File: config.mk
export PLATFORM = sky130hd
export DESIGN_NAME = uart_tx_arbiter
export DESIGN_NICKNAME = d
export VERILOG_FILES = /design/src/rtl/uart_tx_arbiter.sv
export SDC_FILE = /design/constraint.sdc
export NUM_CORES = 1
export LEC_CHECK = 0
export ABC_AREA = 1
export CORE_ASPECT_RATIO = 0.9
export CORE_MARGIN = 8
export CORE_UTILIZATION = 33
export CTS_CLUSTER_SIZE = 10
export DETAILED_ROUTE_END_ITERATION = 8
export PLACE_DENSITY = 0.59
export SLEW_MARGIN = 20
export SYNTH_ARGS = -nofsm -noshare
export SYNTH_HDL_FRONTEND = slang
export SYNTH_SLANG_ARGS = --single-unit
File: constraint.sdc
create_clock -name clk -period 2.3 [get_ports clk]
set_input_delay 0.345 -clock clk [delete_from_list [all_inputs] [get_ports clk]]
set_output_delay 0.345 -clock clk [all_outputs]
set_load 0.05 [all_outputs]
File: src/rtl/uart_tx_arbiter.sv
// Round-robin arbiter that shares one uartTx between N_REQ byte producers.
// uartTx has no busy flag, so frames are paced from a local counter of 7+STOP_BITS wait cycles.
module uart_tx_arbiter #(
    parameter int N_REQ     = 4,
    parameter int STOP_BITS = 1,
    localparam int PTR_W    = $clog2(N_REQ)
) (
    input  logic                 clk,
    input  logic                 rst,
    input  logic [N_REQ-1:0]     req_valid,
    input  logic [8*N_REQ-1:0]   req_data,
    output logic [N_REQ-1:0]     req_ready,
    output logic                 tx_start,
    output logic [7:0]           tx_data,
    output logic                 busy,
    output logic [PTR_W-1:0]     grant_id,
    output logic                 frame_done
);

    typedef enum logic [1:0] {
        S_IDLE,
        S_LAUNCH,
        S_WAIT
    } state_t;

    localparam logic [4:0] CNT_LOAD = 5'(6 + STOP_BITS);

    state_t           state;
    state_t           state_next;
    logic [4:0]       cnt;
    logic [4:0]       cnt_next;
    logic [PTR_W-1:0] ptr;
    logic [PTR_W-1:0] pick;
    logic [PTR_W:0]   scan_idx;
    logic             found;
    logic             accept;

    // Scan ptr+1, ptr+2, ... modulo N_REQ; the first valid requester wins.
    // NOTE: every combinational output gets a default first so no path infers a latch.
    always_comb begin
        found    = 1'b0;
        pick     = '0;
        scan_idx = '0;
        for (int off = 1; off <= N_REQ; off++) begin
            scan_idx = {1'b0, ptr} + (PTR_W+1)'(off);
            if (scan_idx >= (PTR_W+1)'(N_REQ)) begin
                scan_idx = scan_idx - (PTR_W+1)'(N_REQ);
            end
            if (!found && req_valid[scan_idx[PTR_W-1:0]]) begin
                found = 1'b1;
                pick  = scan_idx[PTR_W-1:0];
            end
        end
    end

    // req_ready is gated by rst so it drops the moment reset is asserted, even in IDLE.
    always_comb begin
        state_next = state;
        cnt_next   = cnt;
        req_ready  = '0;
        tx_start   = 1'b0;
        busy       = 1'b0;
        frame_done = 1'b0;
        accept     = 1'b0;
        case (state)
            S_IDLE: begin
                if (found && rst) begin
                    accept          = 1'b1;
                    req_ready[pick] = 1'b1;
                    state_next      = S_LAUNCH;
                end
            end
            S_LAUNCH: begin
                tx_start   = 1'b1;
                busy       = 1'b1;
                cnt_next   = CNT_LOAD;
                state_next = S_WAIT;
            end
            S_WAIT: begin
                busy = 1'b1;
                if (cnt == 5'd0) begin
                    frame_done = 1'b1;
                    state_next = S_IDLE;
                end else begin
                    cnt_next = cnt - 5'd1;
                end
            end
            default: state_next = S_IDLE;
        endcase
    end

    // NOTE: state registers use non-blocking assignments so all flops update together at the edge.
    always_ff @(posedge clk or negedge rst) begin
        if (!rst) begin
            state    <= S_IDLE;
            cnt      <= '0;
            ptr      <= PTR_W'(N_REQ - 1);
            tx_data  <= '0;
            grant_id <= '0;
        end else begin
            state <= state_next;
            cnt   <= cnt_next;
            if (accept) begin
                tx_data  <= req_data[{pick, 3'b000} +: 8];
                grant_id <= pick;
                ptr      <= pick;
            end
        end
    end

endmodule
### Yosys cells after proc, flatten, opt, wreduce, memory -nomap -nowiden

Index checks and enable logic that the tools add are counted.

* $add $sub $neg: 9
* $lt $le $gt $ge: 10
* equal/unequal tests: 5
* shifts and indexed selects: 1
* multiplexer cells: 35
* reductions and logical operators: 14

Operator list (count)
* 32-bit by 6-bit variable part select with 8-bit output: 1
* 2-bit 2-to-1 mux: 10
* 2-bit by 3-bit less-than comparator with 1-bit output, second input constant: 5
* 1-bit 2-to-1 mux: 15
* 3-bit greater-or-equal comparator, second input constant: 4
* 5-bit case mux with 2 select lines: 1
* 1-bit binary-select mux with 2-bit select: 4
* 4-bit 2-to-1 mux: 2
* 2-bit by 1-bit subtractor with 2-bit output, second input constant: 4
* 2-bit by 2-bit adder with 3-bit output, second input constant: 2
* 2-bit != test, second input constant: 3
* 2-bit case mux with 3 select lines: 1
* 1-bit logical AND: 5
* 5-bit logical NOT: 1
* 5-bit 2-to-1 mux: 1
* 5-bit by 1-bit subtractor with 5-bit output, second input constant: 1
* 2-bit AND reduction: 2
* 2-bit by 1-bit adder with 3-bit output, second input constant: 1
* 2-bit by 3-bit adder with 3-bit output, second input constant: 1
* 1-bit logical NOT: 3
* 1-bit demux with 2-bit select: 1
* 2-bit by 1-bit == test with 1-bit output, second input constant: 1
* 2-bit == test, second input constant: 1
* 2-bit by 1-bit greater-or-equal comparator with 1-bit output, second input constant: 1
* 3 further kinds: 3

* flip-flop bits (word level): 19
* bits of input ports: 38
* output and inout port bits: 17
* word-level logic and storage cells: 79

### Longest topological paths before layout

* word-level depth: 21
* gate-level depth with buffers: 15
* mapped depth without buffers: 13

### Worst setup path after synthesis

OpenSTA, ideal clock, no wires.

* path kind: register -> output
* start point: register ptr[0]
* end point: output port req_ready[3]
* data arrival time: 2215 ps
* required time: 1955 ps
* setup slack: -260 ps
* cell stages (with the launch flop): 11
* path buffers: 2
* cell sequence: dfstp_2 -> buf_6 -> inv_6 -> nand2_2 -> nand2_4 -> nor2_4 -> nand4_1 -> nand3_2 -> nand2_1 -> buf_4 -> a21oi_1

* cells in the longest elaborated chain, start to end: 21
* elaborated cells on any way between the ends: 46
* those cells by class: add/sub: 8; order compare: 6; mux: 24; reduce/logical: 8

Ends and longest elaborated chain
* from (decl): RTL line 32 `logic [PTR_W-1:0] ptr;`
* from (signal assigned): RTL line 97 `ptr <= PTR_W'(N_REQ - 1);`
* from (signal assigned): RTL line 106 `ptr <= pick;`
* 2-bit by 1-bit adder with 3-bit output: RTL line 45 `scan_idx = {1'b0, ptr} + (PTR_W+1)'(off);`
* 3-bit greater-or-equal comparator or 2-bit by 1-bit subtractor with 2-bit output (tied branches): RTL line 46, 47
* 2-bit 2-to-1 mux: RTL line 46 `if (scan_idx >= (PTR_W+1)'(N_REQ)) begin`
* 1-bit binary-select mux with 2-bit select: RTL line 49 `if (!found && req_valid[scan_idx[PTR_W-1:0]]) begin`
* 1-bit 2-to-1 mux (not written as such): RTL line 49
* 1-bit 2-to-1 mux: RTL line 49
* 1-bit logical NOT: RTL line 49
* 1-bit logical AND: RTL line 49
* [5 not listed]
* 1-bit logical AND: RTL line 49
* 2-bit 2-to-1 mux: RTL line 49
* 2-bit by 3-bit less-than comparator with 1-bit output (not written as such) or 2-bit by 1-bit greater-or-equal comparator with 1-bit output (tied branches): RTL line 69 `req_ready[pick] = 1'b1;`
* 1-bit logical AND (not written as such): RTL line 69
* 1-bit 2-to-1 mux (not written as such): RTL line 69
* 1-bit demux with 2-bit select: RTL line 69
* 4-bit 2-to-1 mux (*): RTL line 67 `if (found && rst) begin`
* 4-bit 2-to-1 mux (*): RTL line 65 `case (state)`
* to (decl): RTL line 12 `output logic [N_REQ-1:0] req_ready,`

Mark *: on every way between the ends. The rest lies on a longest branch, timed or not. The select of a mux whose other input is x is not followed.

### Worst setup path after layout

* start point: register ptr[0]
* end point: output port req_ready[1]

Same word-level chain as after synthesis.

==> report_table.html <==
<table>
<tr><th>Metric</th><th>Value</th></tr>
<tr><th colspan="2">Pwr</th></tr>
<tr><td>Static Leak</td><td>1.16 nW</td></tr>
<tr><td>Total Power</td><td>3.96 mW</td></tr>
<tr><td>Peak ir drop on the vdd network</td><td>680 uV</td></tr>
<tr><td>Areal power density over the cells</td><td>1570 mW/mm2</td></tr>
<tr><th colspan="2">Clock network</th></tr>
<tr><td>CTS clock-pin slew for the worst setup and hold paths</td><td>0.08 ns</td></tr>
<tr><td>CTS HTree Levels</td><td>1</td></tr>
<tr><td>Number of sinks driven by the clock tree</td><td>19</td></tr>
<tr><td>TritonCTS clock tree</td><td>done</td></tr>
<tr><td>Clock latency at the later pin of the worst-skew pair</td><td>0.26 ns</td></tr>
<tr><td>Bufs on Longest Clock Path</td><td>2</td></tr>
<tr><td>CTS Root Cell</td><td>sky130_fd_sc_hd__clkbuf_8</td></tr>
<tr><td>Number of clock buffers inserted by TritonCTS</td><td>3</td></tr>
<tr><th colspan="2">Worst setup path</th></tr>
<tr><td>Highest cell delay on the worst timing path</td><td>0.66 ns</td></tr>
<tr><td>Cell chain of the critical path</td><td>nand2_2 &gt; nand3_2 &gt; nand2_4 &gt; buf_4 &gt; o21bai_4 &gt; nand2_4 &gt; nand2_8 &gt; nand2_2 &gt; nor2_4 &gt; buf_12</td></tr>
<tr><td>Buffer and inverter count on the worst path</td><td>2</td></tr>
<tr><td>CP max stage cell</td><td>sky130_fd_sc_hd__dfstp_2</td></tr>
<tr><td>Largest fanout on the critical path</td><td>6</td></tr>
<tr><td>Data required time of the critical path</td><td>1.96 ns</td></tr>
<tr><td>Startpoint kind of the worst setup timing path</td><td>register</td></tr>
<tr><td>Nature of the critical path endpoint</td><td>output port</td></tr>
<tr><td>Worst endpoint data arrival time</td><td>2.00 ns</td></tr>
<tr><td>Setup CP Type</td><td>register to output port</td></tr>
<tr><td>Family with the most delay on the worst path</td><td>flip-flops</td></tr>
<tr><th colspan="2">Die</th></tr>
<tr><td>Number of rows created at floorplan</td><td>24</td></tr>
<tr><td>Die area</td><td>0.00727 mm2</td></tr>
<tr><td>Starting density of the core</td><td>33.3%</td></tr>
<tr><td>Core Region</td><td>0.00474 mm2</td></tr>
<tr><td>Width of the die</td><td>89.0 um</td></tr>
<tr><td>Top Ports</td><td>55</td></tr>
<tr><td>Vertical die dimension</td><td>81.7 um</td></tr>
<tr><th colspan="2">Routing</th></tr>
<tr><td>Routed wire length</td><td>4250 um</td></tr>
<tr><td>Via total after detailed routing</td><td>1558</td></tr>
<tr><td>WL per Instance</td><td>12.2 um</td></tr>
<tr><td>Number of DRC violations after detailed routing</td><td>0</td></tr>
<tr><td>Average vias per placed instance</td><td>4.46</td></tr>
<tr><td>Residual antenna-violating net count after detailed routing</td><td>0</td></tr>
<tr><td>Length of the first detailed-routing pass in iterations</td><td>4</td></tr>
<tr><td>DRC marker count from the first detailed-route iteration</td><td>70</td></tr>
<tr><th colspan="2">Logic synthesis</th></tr>
<tr><td>Flip-flop and latch count after synthesis</td><td>19</td></tr>
<tr><td>Number of nets produced by synthesis</td><td>249</td></tr>
<tr><td>Post-synth cell types</td><td>33</td></tr>
<tr><td>Syn_area_per_cell</td><td>7.64 um2</td></tr>
<tr><td>Post-Synthesis Cells</td><td>207</td></tr>
<tr><td>Cell area after technology mapping</td><td>0.00158 mm2</td></tr>
<tr><td>Warnings from Yosys</td><td>0</td></tr>
<tr><td>Sequential fraction of the synthesis area</td><td>30.2%</td></tr>
<tr><th colspan="2">Timing</th></tr>
<tr><td>Relative slew margins</td><td>65.4%</td></tr>
<tr><td>Setup slack after layout</td><td>-0.0401 ns</td></tr>
<tr><td>Setup-failing EPs final</td><td>4</td></tr>
<tr><td>Tmin final</td><td>2.34 ns</td></tr>
<tr><td>Setup repair after global routing missed its margin</td><td>true</td></tr>
<tr><td>Max-slew violation count</td><td>0</td></tr>
<tr><td>Number of endpoints with negative hold slack in the final report</td><td>0</td></tr>
<tr><td>Pin slew with the least headroom to its limit</td><td>0.517 ns</td></tr>
<tr><td>Fraction of the cycle the final worst path needs</td><td>102%</td></tr>
<tr><td>Achievable frequency</td><td>0.427 GHz</td></tr>
<tr><td>Clock Skew</td><td>0.00273 ns</td></tr>
<tr><th colspan="2">Finish</th></tr>
<tr><td>Final instance area</td><td>0.00252 mm2</td></tr>
<tr><td>NumNets Final</td><td>327</td></tr>
<tr><td>Final instance count without filler cells</td><td>349</td></tr>
<tr><td>Commonest non-fill, non-tap cell in the layout</td><td>sky130_fd_sc_hd__clkdlybuf4s50_1</td></tr>
<tr><td># fillers</td><td>493</td></tr>
<tr><td>Diode insertion count for antenna repair</td><td>0</td></tr>
<tr><td>P&amp;R area growth vs syn</td><td>59.1%</td></tr>
<tr><td>Top library cells by usage in the layout, fill and taps aside</td><td>49 x sky130_fd_sc_hd__clkdlybuf4s50_1, 48 x sky130_fd_sc_hd__nand2_1, 21 x sky130_fd_sc_hd__nand3_1, 21 x sky130_fd_sc_hd__buf_4, 19 x sky130_fd_sc_hd__nand2_2</td></tr>
<tr><td>Share of post-route cells with drive strength above 1</td><td>34.9%</td></tr>
<tr><th colspan="2">Place</th></tr>
<tr><td>Placed Instance Area</td><td>0.00233 mm2</td></tr>
<tr><td>HPWL after detailed placement</td><td>3360 um</td></tr>
<tr><td>Count of buffers from port buffering</td><td>54</td></tr>
<tr><td>Number of cells after detailed placement</td><td>338</td></tr>
<tr><td>Placer's final routability congestion estimate</td><td>0.870</td></tr>
<tr><th colspan="2">Global route</th></tr>
<tr><td>Pin count of the biggest net entering global routing</td><td>21</td></tr>
<tr><td>Initial antenna violation count</td><td>0</td></tr>
<tr><td>Via count of the first global-routing pass</td><td>1580</td></tr>
<tr><td>Gr usage total</td><td>12.4%</td></tr>
<tr><td>First-pass GRT wire length</td><td>7150 um</td></tr>
<tr><td>GR Overflow Total</td><td>0</td></tr>
<tr><th colspan="2">Worst hold path</th></tr>
<tr><td>Worst min-delay path class</td><td>register to register</td></tr>
<tr><th colspan="2">Run status</th></tr>
<tr><td>Run status</td><td>finished, violations left</td></tr>
<tr><td>Failing checks</td><td>negative setup slack</td></tr>
<tr><th colspan="2">Job</th></tr>
<tr><td>Count of max-cap constraint violations</td><td>0</td></tr>
</table>
[where the power goes]
part	internal [mW]	switching, mW
sequential	0.497	0.114
clock	0.121	0.123
combinational	1.25	1.85
total	1.87	2.09
[kinds of logic (layout without fill, tap and decap cells)]
family | after synthesis | in the layout | share of synthesized area (%)
and+or+nand+nor | 150 | 150 | 54.3
buffers and inverters | 22 | 99 | 8.07
DFF | 19 | 19 | 30.2
AOI/OAI and AO/OA | 12 | 12 | 4.27
adders and majority gates | 4 | 4 | 3.16
[layout make-up]
class                           instances  area (um2)  share of cell area (%)
Multi-Input combinational cell        166        1050                    41.8
Timing Repair Buffer                   79         793                    31.5
Sequential cell                        19         478                    19.0
Tap cell                               65        81.3                    3.23
Inverter                               16        65.1                    2.59
Clock buffer                            3        41.3                    1.64
Clock inverter                          1        5.00                   0.199
[cell usage after synthesis, drive strengths merged]
cell    instances  area (um2)
nor2           24         125
o21ai           6        30.0
and2            1        6.26
a21oi           4        20.0
nand3          33         225
inv            16        65.1
or2             8        50.1
nand3b          1        7.51
nand4           3        33.8
ha              4        50.1
nand2          78         399
o21bai          1        11.3
buf             6        62.6
dfrtp          17         425
nor4            1        6.26
nor3            1        5.00
o22ai           1        6.26
dfstp           2        52.6
[flip-flops by register name, summed over array words and instances (netlist names)]
| register | count |
|---|---|
| tx_data | 8 |
| grant_id | 2 |
| cnt | 5 |
| state | 2 |
| ptr | 2 |
[final timing paths]
| check | slack [ns] | to | cells after the start | from |
|---|---|---|---|---|
| setup / recovery | -0.04 | req_ready[1] | 10 | ptr[0] |
| hold / removal | 0.48 | cnt[3] | 1 | cnt[3] |
| setup reg to reg | 0.29 | tx_data[1] | 12 | ptr[0] |
| hold reg to reg | 0.48 | cnt[3] | 1 | cnt[3] |
| max in group asynchronous | 1.53 | ptr[1] | 2 | rst |
| min in group asynchronous | 0.50 | state[0] | 2 | rst |
[through the flow]
stage	hold slack (ns)	setup TNS, ns	worst slack [ns]	util [%]
3_3_place_gp	0.463	-0.0403	-0.0227	49.2
4_1_cts	0.477	-0.141	-0.0455	52.7
5_1_grt	0.497	-0.521	-0.137	53.0
3_5_place_dp	0.465	-0.0478	-0.0297	49.2
6_report	0.476	-0.119	-0.0401	53.0
2_1_floorplan	0.0494	-0.347	-0.174	-
[layer usage]
| metal | global-route usage (%) | vias to the layer above | part of all wire, % |
|---|---|---|---|
| met5 | 0 | - | 0 |
| met4 | 2.32 | 0 | 0.33 |
| met3 | 5.10 | 2 | 7.3 |
| met2 | 21.2 | 33 | 48 |
| met1 | 14.4 | 705 | 44 |
| li1 | - | 818 | - |
[what timing repair did]
item | in CTS | in global routing
resized for setup | 18 | 3
setup buffers | 7 | 0
gates cloned | 0 | 0
pin swaps | 13 | 1
setup endpoints to repair | 4 | 4
hold buffers | 0 | 0
(Power assumes the default switching activity.)
